`config.mk`:
```
export PLATFORM = sky130hd
export DESIGN_NAME = hdmi_init_seq
export DESIGN_NICKNAME = d
export VERILOG_FILES = /design/src/rtl/hdmi_init_pkg.sv /design/src/rtl/hpd_debounce.sv /design/src/rtl/hdmi_init_seq.sv
export SDC_FILE = /design/constraint.sdc
export NUM_CORES = 1
export LEC_CHECK = 0
export CAP_MARGIN = 20
export CORE_UTILIZATION = 41
export DETAILED_ROUTE_END_ITERATION = 7
export GPL_TIMING_DRIVEN = 1
export PLACE_DENSITY_LB_ADDON = 0.12
export SYNTH_ARGS = -nofsm -noshare
export SYNTH_HDL_FRONTEND = slang
export SYNTH_SLANG_ARGS = --single-unit
export TNS_END_PERCENT = 5
```
`constraint.sdc`:
```
create_clock -name clk -period 2.1 [get_ports clk]
set_input_delay 0.315 -clock clk [delete_from_list [all_inputs] [get_ports clk]]
set_output_delay 0.315 -clock clk [all_outputs]
set_load 0.01 [all_outputs]
```
`src/rtl/hdmi_init_pkg.sv`:
```
// ADV7513 power-up register table, table entry type and sequencer states.
// Latency: n/a (constants and a combinational table lookup only).
// Backpressure: n/a.
package hdmi_init_pkg;

  typedef struct packed {
    logic [7:0] addr;
    logic [7:0] data;
  } init_entry_t;

  localparam int INIT_LEN = 12;

  typedef enum logic [2:0] {
    ST_WAIT    = 3'd0,
    ST_ISSUE   = 3'd1,
    ST_PEND    = 3'd2,
    ST_GAP     = 3'd3,
    ST_BACKOFF = 3'd4,
    ST_DONE    = 3'd5,
    ST_ERROR   = 3'd6
  } init_state_t;

  // Power-up, input format, output format, clocking and HDMI-mode registers.
  localparam init_entry_t [0:INIT_LEN-1] INIT_TABLE = '{
    '{8'h41, 8'h10}, '{8'h98, 8'h03}, '{8'h9A, 8'hE0}, '{8'h9C, 8'h30},
    '{8'h9D, 8'h61}, '{8'hA2, 8'hA4}, '{8'hA3, 8'hA4}, '{8'hE0, 8'hD0},
    '{8'hF9, 8'h00}, '{8'h15, 8'h00}, '{8'h16, 8'h30}, '{8'hAF, 8'h06}
  };

  // Out-of-range indices return an all-zero entry rather than wrapping.
  function automatic init_entry_t init_entry(input logic [3:0] i);
    if (int'(i) < INIT_LEN) return INIT_TABLE[i];
    return '0;
  endfunction

endpackage

```
`src/rtl/hpd_debounce.sv`:
```
// Hot-plug detect conditioner: 2-flop synchronizer followed by a stability debouncer.
// Latency: 2 sync cycles + DEBOUNCE stable cycles from raw change to stable/rise.
// Backpressure: none; rise is a single-cycle pulse on accepted 0->1 changes only.
module hpd_debounce #(
  parameter logic [7:0] DEBOUNCE = 8'd255
) (
  input  logic clk,
  input  logic rst,
  input  logic raw,
  output logic stable,
  output logic rise
);

  logic       sync1;
  logic       sync2;
  logic [7:0] cnt;
  logic       cnt_full;

  assign cnt_full = ({1'b0, cnt} + 9'd1) >= {1'b0, DEBOUNCE};

  // Bring the asynchronous connector pin into the clk domain.
  always_ff @(posedge clk) begin
    if (rst) begin
      sync1 <= 1'b0;
      sync2 <= 1'b0;
    end else begin
      sync1 <= raw;
      sync2 <= sync1;
    end
  end

  // Accept a new level only after it differs from the current one long enough;
  // any return to the old level throws the partial count away.
  always_ff @(posedge clk) begin
    if (rst) begin
      stable <= 1'b0;
      rise   <= 1'b0;
      cnt    <= 8'd0;
    end else begin
      rise <= 1'b0;
      if (sync2 == stable) begin
        cnt <= 8'd0;
      end else if (cnt_full) begin
        stable <= sync2;
        rise   <= sync2;
        cnt    <= 8'd0;
      end else begin
        cnt <= cnt + 8'd1;
      end
    end
  end

endmodule

```
`src/rtl/hdmi_init_seq.sv`:
```
// ADV7513 configuration sequencer: walks INIT_TABLE, one I2C write per entry, with NACK retry.
// Latency: first wr_req POWERUP_CYCLES+1 edges after reset; next request 2 edges after wr_done.
// Backpressure: wr_req is held with stable fields until wr_done; reinit waits for in-flight writes.
module hdmi_init_seq
  import hdmi_init_pkg::*;
#(
  parameter logic [7:0]  DEV_ADDR       = 8'h72,
  parameter logic [15:0] POWERUP_CYCLES = 16'd4190,
  parameter logic [15:0] BACKOFF_CYCLES = 16'd419,
  parameter logic [1:0]  MAX_RETRY      = 2'd3,
  parameter logic [7:0]  HPD_DEBOUNCE   = 8'd255
) (
  input  logic       clk,
  input  logic       rst,
  input  logic       hpd,
  input  logic       restart,
  output logic       wr_req,
  output logic [7:0] wr_dev,
  output logic [7:0] wr_reg,
  output logic [7:0] wr_data,
  input  logic       wr_done,
  input  logic       wr_nack,
  output logic       busy,
  output logic       init_done,
  output logic       init_err,
  output logic [3:0] idx
);

  init_state_t state;
  init_entry_t cur;
  logic [15:0] cnt;
  logic [1:0]  retry;
  logic        pend_reinit;
  logic        hpd_rise;
  // Only the rising edge matters here; the debounced level itself is not consumed.
  logic        hpd_level_unused;
  logic        trig;
  logic        reinit;
  logic        last_entry;
  logic        retry_exhaust;

  hpd_debounce #(.DEBOUNCE(HPD_DEBOUNCE)) u_hpd (
    .clk    (clk),
    .rst    (rst),
    .raw    (hpd),
    .stable (hpd_level_unused),
    .rise   (hpd_rise)
  );

  assign wr_dev        = DEV_ADDR;
  assign cur           = init_entry(idx);
  assign trig          = restart | hpd_rise;
  assign last_entry    = (idx == 4'(INIT_LEN - 1));
  assign retry_exhaust = ((retry + 2'd1) == MAX_RETRY);
  assign busy          = (state != ST_DONE) && (state != ST_ERROR);

  // A reinit request takes effect at once unless a write is outstanding, in which
  // case it is parked in pend_reinit and honoured when that write completes.
  always_comb begin
    reinit = 1'b0;
    case (state)
      ST_ISSUE: reinit = 1'b0;
      ST_PEND:  reinit = wr_done & (pend_reinit | trig);
      default:  reinit = trig;
    endcase
  end

  // Sequencer state, table walk, retry bookkeeping and registered write request.
  always_ff @(posedge clk) begin
    if (rst) begin
      state       <= ST_WAIT;
      cnt         <= POWERUP_CYCLES;
      idx         <= 4'd0;
      retry       <= 2'd0;
      pend_reinit <= 1'b0;
      wr_req      <= 1'b0;
      wr_reg      <= 8'd0;
      wr_data     <= 8'd0;
      init_done   <= 1'b0;
      init_err    <= 1'b0;
    end else if (reinit) begin
      state       <= ST_WAIT;
      cnt         <= POWERUP_CYCLES;
      idx         <= 4'd0;
      retry       <= 2'd0;
      pend_reinit <= 1'b0;
      wr_req      <= 1'b0;
      init_done   <= 1'b0;
      init_err    <= 1'b0;
    end else begin
      case (state)
        ST_WAIT: begin
          // Leaving one count early lets the registered wr_req land on edge POWERUP_CYCLES+1.
          if (cnt <= 16'd1) state <= ST_ISSUE;
          else              cnt   <= cnt - 16'd1;
        end
        ST_ISSUE: begin
          wr_req  <= 1'b1;
          wr_reg  <= cur.addr;
          wr_data <= cur.data;
          state   <= ST_PEND;
          if (trig) pend_reinit <= 1'b1;
        end
        ST_PEND: begin
          if (trig) pend_reinit <= 1'b1;
          if (wr_done) begin
            wr_req <= 1'b0;
            if (!wr_nack) begin
              retry <= 2'd0;
              if (last_entry) begin
                state     <= ST_DONE;
                init_done <= 1'b1;
              end else begin
                idx   <= idx + 4'd1;
                state <= ST_GAP;
              end
            end else if (retry_exhaust) begin
              state    <= ST_ERROR;
              init_err <= 1'b1;
            end else begin
              retry <= retry + 2'd1;
              cnt   <= BACKOFF_CYCLES;
              state <= ST_BACKOFF;
            end
          end
        end
        ST_GAP: state <= ST_ISSUE;
        ST_BACKOFF: begin
          if (cnt <= 16'd1) state <= ST_ISSUE;
          else              cnt   <= cnt - 16'd1;
        end
        ST_DONE, ST_ERROR: state <= state;
        default: state <= ST_WAIT;
      endcase
    end
  end

endmodule

```
# After elaboration in Yosys (flattened, before gate mapping)
# Memories as Yosys holds them, arrays and structs flattened.
# Index checks and enable logic that the tools add are counted.
[totals]
mem_count = 1
out_inout_bits = 32
in_bits = 6
word_cells = 93
ff_bits = 57
rom_bits = 256
[op_classes]
n_bitwise = 10
order_cmp = 4
n_eq_ne = 17
mux = 21
n_addsub = 5
reduce_logical = 20
[mem_list]
columns = ["memory", "words", "width", "rd", "rd_ports_with_merged_regs", "write_ports", "line", "rtl"]
rows = [
  ["(name not given)", 16, 16, 1, 0, 0, "hdmi_init_pkg.sv:32", "if (int'(i) < INIT_LEN) return INIT_TABLE[i];"],
]
[ops]
columns = ["cell", "count"]
rows = [
  ["16-bit 2-to-1 mux", 8],
  ["16-bit one-hot mux with 2 select lines", 1],
  ["16-bit by 1-bit less-or-equal comparator with 1-bit output (second input constant)", 1],
  ["16-bit by 1-bit subtractor with 16-bit output (second input constant)", 1],
  ["3-bit one-hot mux with 5 select lines", 1],
  ["3-bit 2-to-1 mux", 4],
  ["4-bit AND reduction", 3],
  ["2-bit inequality test (second input constant)", 5],
  ["8-bit by 1-bit adder with 9-bit output (second input constant)", 1],
  ["3-bit == test (second input constant)", 3],
  ["9-bit by 8-bit >= comparator with 1-bit output (second input constant)", 1],
  ["8-bit by 1-bit adder with 8-bit output (second input constant)", 1],
  ["2-bit AND reduction", 4],
  ["2-bit OR reduction", 4],
  ["3-bit by 2-bit == test with 1-bit output (second input constant)", 2],
  ["2-bit 2-to-1 mux", 3],
  ["3-bit inequality test (second input constant)", 2],
  ["1-bit NOT", 6],
  ["3-bit AND reduction", 2],
  ["3-bit OR reduction", 2],
  ["5-bit >= comparator (second input constant)", 1],
  ["4-bit NOT with 5-bit output", 1],
  ["5-bit AND reduction", 1],
  ["4-bit by 1-bit adder with 4-bit output (second input constant)", 1],
  ["other kinds (14)", 18],
]

# Depth between registers and ports, before layout
# Gate-level depths: netlist of run 1.
[logic_depth]
ltp_word = 6
depth_mapped = 8
depth_no_buf = 7

# By module
# Synthesis of run 1 repeated with hierarchy kept, for this count alone.
[unflattened]
hier_cells = 355
area_unflattened_um2 = 2910.3
[modules_own_cells]
columns = ["module", "n_inst", "cells_per_inst", "seq_area_each_um2", "area_per_inst_um2"]
rows = [
  ["hdmi_init_seq", 1, 301, 880.8, 2377.3],
  ["hpd_debounce", 1, 54, 240.2, 533.0],
]

# Worst setup path before layout of run 1
# No wires, ideal clock.
[synth_path]
kind = "register to register"
from = "register cnt[2]"
to = "register cnt[4]"
stages_incl_launch_ff = 7
slack_ns = -0.030
required_time_ns = 1.973
period_less_slack_ns = 2.130
arrival_time_ns = 2.003
path_buffers = 1
setup_time_ns = 0.127
cell_sequence = "dfxtp_1 > or3_1 > buf_6 > or4_4 > o21ai_2 > nor4_1 > or3_1"
[synth_via]
elab_chain_cells = 3
word_cells_on_any_way = 6
classes_between = "1 x add/sub; 1 x order compare; 1 x eq/ne; 2 x mux; 1 x reduce/logical"
[synth_lines]
columns = ["item", "line", "rtl"]
rows = [
  ["start: declaration", "hdmi_init_seq.sv:31", "logic [15:0] cnt;"],
  ["start signal: assignment", "hdmi_init_seq.sv:95", "else cnt <= cnt - 16'd1;"],
  ["start signal: assignment", "hdmi_init_seq.sv:130", "else cnt <= cnt - 16'd1;"],
  ["16-bit by 1-bit subtractor with 16-bit output or 16-bit by 1-bit less-or-equal comparator with 1-bit output (tied branches)", "--", ""],
  ["16-bit 2-to-1 mux or 2-bit inequality test (tied branches)", "--", ""],
  ["16-bit one-hot mux with 2 select lines or 5-bit AND reduction (tied branches)", "--", ""],
]
# Several ways; a longest one is shown, not always the timed one. The select of a mux whose other input is x is not followed.
# A chain may end at the register's enable or synchronous reset.

# Worst setup path after layout of run 1
[layout_path]
from = "register cnt[12]"
to = "register cnt[15]"
# The elaborated chain is that of the path after synthesis.

==> results.json, run 1 <==
{
  "drive_above_1_share_pct": 21.00,
  "postSynth.asyncResetShare_pct": 0,
  "cp_common_cell": "or4_4",
  "hold_violations": 0,
  "synth_cells": 338,
  "cts.sinks": 56,
  "holdWs_ns": 0.4463,
  "drt.antenna.violating_nets": 0,
  "track_usage_pct": 17.67,
  "synth-seq-cells": 56,
  "antenna_cells": 0,
  "maxSlewViolCount": 0,
  "place_area_mm2": 0.003423,
  "fin_worst_skew_ns": 0.01389,
  "r2r-start": "cnt[12]",
  "cp.required_ns": 2.36,
  "grt_pass1_vias": 2339,
  "arrival_ns": 2.44,
  "path_class": "flop to flop",
  "cp-start-kind": "flop",
  "rsz0062_at_grt": "true",
  "area_growth_pct": 27.21,
  "multiInputGateArea_mm2": 0.001625,
  "vias": 2542,
  "peakVddDrop_uv": 386.1,
  "cts-root-buf": "clkbuf_8",
  "drt_iter0_drc": 114,
  "coreArea_mm2": 0.006495,
  "ys_top_cells_by_area": "dfxtp_1, nor2_1, ha_1, xor2_1, a21oi_1",
  "cp-end-kind": "flop",
  "grt_max_degree": 23,
  "seq_area_mm2": 0.001129,
  "ys.flop_type": "dfxtp_1",
  "cap_viol_max_count": 0,
  "p_per_area_mw_per_mm2": 499.6,
  "status": "finished, violations left",
  "timing.fmax_mhz": 458.9,
  "clkTransAtPathRegs_ns": 0.11,
  "antenna_found_initial": 0,
  "path_buf_inv": 0,
  "largest_reg_flops": 16,
  "ios": 38,
  "finalCriticalPeriod_ns": 2.179,
  "clkLatencyLatePin_ns": 0.31,
  "syn_avg_cell_area_um2": 8.381,
  "hold_start": "u_hpd.sync1",
  "critical_path.max_fanout": 5,
  "fin_crit_sh_pct": 103.8,
  "drt_wl_total_um": 6305,
  "die_h_um": 85.12,
  "layout_setup_ws_ns": -0.07890,
  "start_util_pct": 43.61,
  "finalPower_w": 0.001800,
  "htreeDepth": 2,
  "yosys.area.top_type": "dfxtp_1",
  "dieArea_mm2": 0.007245,
  "nets": 414,
  "cts_tree": "built",
  "hold_buffers": 0,
  "cp_top_family": "simple AND/OR/NAND/NOR gates",
  "hold_class": "flop to flop",
  "failed_checks": "setup timing",
  "ys_warn_count": 0,
  "wire_per_inst_um": 13.22,
  "postLayoutCellArea_mm2": 0.003603,
  "synthDistinctLibCells": 54,
  "leakagePower_nw": 1.248,
  "die_w_um": 85.12,
  "cts_buffers": 5,
  "crit_start": "cnt[12]",
  "drc_errors": 0,
  "cp_slowest_cell": "or4_4",
  "fill_cells": 615,
  "final_util_pct": 55.48,
  "synth_edf_count": 0,
  "max_stage_delay_ns": 0.60,
  "yosysMostFrequentCell": "nor2_1",
  "netlist_area_mm2": 0.002833,
  "hpwlAfterDp_um": 4476,
  "port_buffers": 28,
  "grt_pass1_wl_um": 10530,
  "cts_max_path_buffers": 2,
  "first_pass_iters": 4,
  "synth_top_area_share_pct": 39.58,
  "synthTopCellsByCount": "nor2_1, dfxtp_1, a21oi_1, nor3_1, clkbuf_1",
  "grt-ovfl-total": 0,
  "synth_seq_area_share_pct": 39.58,
  "via_per_inst": 5.329,
  "placementRows": 29,
  "finalWeightedCongestion": 0.7678,
  "cp_cell_sequence": "or4_4, or4_4, or4b_4, a21oi_2",
  "finalSetupViolCount": 6
}
[worst register-to-register path, delay by kind of cell (launching register included)]
family | cells | cell delay [ns]
flops | 1 | 0.33
compound gates | 1 | 0.12
simple gates | 3 | 1.66
[cells by family (layout without fill, tap and decap cells)]
kind of cell / Yosys count / count (layout) / share of synthesized area, %
flops: 56 / 56 / 39.58
fa+ha+maj: 9 / 9 / 3.975
other cells: 2 / 9 / 0.2651
mux: 4 / 4 / 1.413
compound gates: 74 / 74 / 17.54
simple gates: 134 / 135 / 23.81
xor+xnor: 22 / 22 / 6.802
buf+inv: 37 / 91 / 6.625
[where the power goes]
part,switching (W),internal [W]
logic,0.0000571,0.0000411
registers,0.00000434,0.00107
clock network,0.000364,0.000268
[metal layers]
| metal | up-vias | global-route usage, % | routed length, µm |
|---|---|---|---|
| li1 | 1284 | - | - |
| met1 | 1195 | 24.35 | 3111 |
| met2 | 55 | 28.08 | 2843 |
| met3 | 8 | 3.696 | 265 |
| met4 | 0 | 4.777 | 85 |
| met5 | - | 0 | 0 |
[placed cells by master, fill, tap and decap left out, types with 2 or more instances in the layout]
cell / instances
o21ai_0: 6
a211oi_1: 11
nor4_1: 6
xor2_1: 12
conb_1: 9
nand2b_1: 5
clkinvlp_4: 2
o21a_1: 3
nor2b_1: 6
o311a_2: 2
dfxtp_2: 3
o21ai_2: 6
buf_4: 45
o2111ai_1: 3
a31oi_1: 4
or4_4: 3
clkdlybuf4s50_1: 28
nor4_2: 2
a21o_1: 3
xnor2_1: 9
nor3_1: 17
mux2i_1: 4
and2_1: 3
or3_1: 6
o21bai_1: 2
clkbuf_8: 6
a21oi_1: 19
dfxtp_1: 52
nand2_1: 10
nor2_1: 60
inv_1: 10
or2_2: 3
o211ai_1: 3
ha_1: 9
nand3_1: 3
[repair_timing]
item | in CTS | in global routing
setup buffers | 1 | 0
gates resized for setup | 4 | 14
pin swaps | 1 | 9
gates cloned | 0 | 1
endpoints found under the setup margin | 15 | 17
[metrics by stage]
stage               TNS, ns  setup slack, ns  std cells
global route        -0.7792          -0.1171        477
detailed placement  -0.5403          -0.1099        467
floorplan                 0         0.001463        345
finish              -0.3327         -0.07890        477
global placement    -0.2203         -0.06433        467
CTS                 -0.1716         -0.07271        476
[worst paths after layout]
| check | cells after the start | slack (ns) | to |
|---|---|---|---|
| setup / recovery | 4 | -0.08 | cnt[15] |
| hold reg to reg | 1 | 0.45 | u_hpd.sync2 |
| hold / removal | 1 | 0.45 | u_hpd.sync2 |
| setup reg to reg | 4 | -0.08 | cnt[15] |
[area by class of cell]
| type | instances | share of cell area [%] |
|---|---|---|
| Clock buffer | 6 | 2.292 |
| Clock inverter | 2 | 0.4167 |
| Inverter | 10 | 1.042 |
| Multi-Input combinational cell | 253 | 45.10 |
| Sequential cell | 56 | 31.32 |
| Tap cell | 77 | 2.674 |
| Timing Repair Buffer | 73 | 17.15 |
Power figures use the tool's default switching activity.
==> inputs of run 2 (changes only) <==
- SYNTH_HIERARCHICAL: default -> 1
- clock period: 2.1 -> 1.93 ns (I/O delays scaled with it)
==> results.json, run 2 <==
{
  "status": "finished, violations left",
  "failed_checks": "setup timing",
  "cts_max_path_buffers": 2,
  "hold_buffers": 0,
  "grt_max_degree": 19,
  "ys_top_cells_by_area": "dfxtp_1, nor2_1, a21oi_1, xor2_1, ha_1",
  "cts-root-buf": "clkbuf_8",
  "ios": 38,
  "die_h_um": 86.25,
  "finalWeightedCongestion": 0.8557,
  "start_util_pct": 42.60,
  "cts.sinks": 56,
  "wire_per_inst_um": 13.05,
  "synth_cells": 355,
  "synth_edf_count": 0,
  "ys_warn_count": 6,
  "critical_path.max_fanout": 6,
  "preCtsSetupSlack_ns": -0.1150,
  "r2r_cells": 4,
  "track_usage_pct": 18.62,
  "yosys.area.top_type": "dfxtp_1",
  "via_per_inst": 5.037,
  "drt_iter0_drc": 89,
  "ys.flop_type": "dfxtp_1",
  "rsz0062_at_grt": "true",
  "area_growth_pct": 21.88,
  "htreeDepth": 2,
  "drt_wl_total_um": 6422,
  "placementRows": 30,
  "worstHoldPathCells": 1,
  "netlist_area_mm2": 0.002910,
  "cts_buffers": 5,
  "layout_setup_ws_ns": -0.06017,
  "grt-ovfl-total": 0,
  "cp-start-kind": "flop",
  "postSynth.asyncResetShare_pct": 0,
  "fill_cells": 688,
  "grt_pass1_wl_um": 10890,
  "synth_seq_area_share_pct": 38.52,
  "grt_pass1_vias": 2287,
  "setup_tns_ns": -0.06017,
  "seq_area_mm2": 0.001124,
  "cts_tree": "built",
  "mostFrequentLayoutCells": "nor2_1, dfxtp_1, buf_4, clkdlybuf4s50_1, a21oi_1",
  "antenna_cells": 0,
  "clkLatencyLatePin_ns": 0.31,
  "maxSlewViolCount": 0,
  "first_pass_iters": 5,
  "die_w_um": 86.25,
  "hold_class": "flop to flop",
  "clkTransAtPathRegs_ns": 0.10,
  "port_buffers": 28,
  "cp.required_ns": 2.17,
  "drive_above_1_share_pct": 16.41,
  "synthTopCellsByCount": "dfxtp_1, nor2_1, a21oi_1, nand2_1",
  "finalSetupViolCount": 1,
  "largest_reg_flops": 16,
  "syn_avg_cell_area_um2": 8.198,
  "peakVddDrop_uv": 260.2,
  "drc_errors": 0,
  "p_per_area_mw_per_mm2": 544.7,
  "reg2reg_slack_ns": -0.06,
  "cap_viol_max_count": 0,
  "leakagePower_nw": 1.207,
  "hold_violations": 0,
  "antenna_found_initial": 0,
  "synth_top_area_share_pct": 38.52,
  "coreArea_mm2": 0.006832,
  "final_util_pct": 51.92,
  "stdcell_count": 492,
  "hpwlAfterDp_um": 4716,
  "finalCriticalPeriod_ns": 1.990,
  "synth-seq-cells": 56,
  "arrival_ns": 2.23,
  "multiInputGateArea_mm2": 0.001655,
  "cp-end-kind": "flop",
  "place_inst": 484,
  "fin_worst_skew_ns": 0.007285,
  "timing.fmax_mhz": 502.5,
  "nets": 410,
  "dieArea_mm2": 0.007439,
  "fin_crit_sh_pct": 103.1,
  "vias": 2478,
  "drt.antenna.violating_nets": 0,
  "synthDistinctLibCells": 55,
  "final_common_cell": "nor2_1",
  "path_class": "flop to flop",
  "postCtsSetupBuffers": 0
}
## run 2: critical path, cell delays in order, from the launching register on
cell and delay (ns):
dfxtp_1 0.32, or4_4 0.53, or4b_4 0.55, or3_4 0.35
a211oi_2 0.17
## run 2: worst paths after layout
check,to,startpoint
worst min-delay path,u_hpd/cnt[0],u_hpd/cnt[0]
worst max register to register,cnt[11],cnt[5]
worst max-delay path,cnt[11],cnt[5]
worst min register to register,u_hpd/cnt[0],u_hpd/cnt[0]
## run 2: what timing repair did
action	4_1_cts	5_1_grt
pin swaps	2	1
setup endpoints to repair	6	17
gates resized for setup	5	6
## run 2: where the power goes
part / switching, W / total (W) / internal (W)
sequential: 0.00000381 / 0.00116 / 0.00116
clock: 0.000383 / 0.000676 / 0.000293
combinational: 0.0000549 / 0.0000916 / 0.0000367
## run 2: per-layer routing
metal / part of all wire (%) / up-vias / wire length (µm) / global-route usage (%)
met4: 1.4 / 0 / 89 / 5.909
li1: - / 1276 / - / -
met3: 3.4 / 7 / 216 / 3.524
met2: 42 / 48 / 2728 / 27.85
met5: 0 / - / 0 / 0
met1: 53 / 1147 / 3388 / 27.00
## run 2: layout make-up
| class | instances | share of cell area [%] |
|---|---|---|
| Clock inverter | 1 | 0.2116 |
| Sequential cell | 56 | 31.68 |
| Multi-Input combinational cell | 263 | 46.67 |
| Timing Repair Buffer | 57 | 14.36 |
| Inverter | 12 | 1.270 |
| Clock buffer | 7 | 2.434 |
| Tap cell | 96 | 3.386 |
## run 2: stage by stage
step                cell area (µm²)  hold WS, ns  power, W
floorplan                      2943       0.3611  0.001256
global placement               3407       0.4403  0.001281
detailed placement             3407       0.4466  0.001282
CTS                            3523       0.4613  0.001960
global route                   3547       0.4808  0.002014
finish                         3547       0.4582  0.001932
## run 2: cell families after synthesis
logic type | synth area share (%)
and+or+nand+nor | 25.92
AOI/OAI and AO/OA | 15.95
DFF | 38.52
buffers and inverters | 7.050
xor gates and xnor gates | 6.320
adders and majority gates | 3.869
muxes | 2.107
other | 0.2580
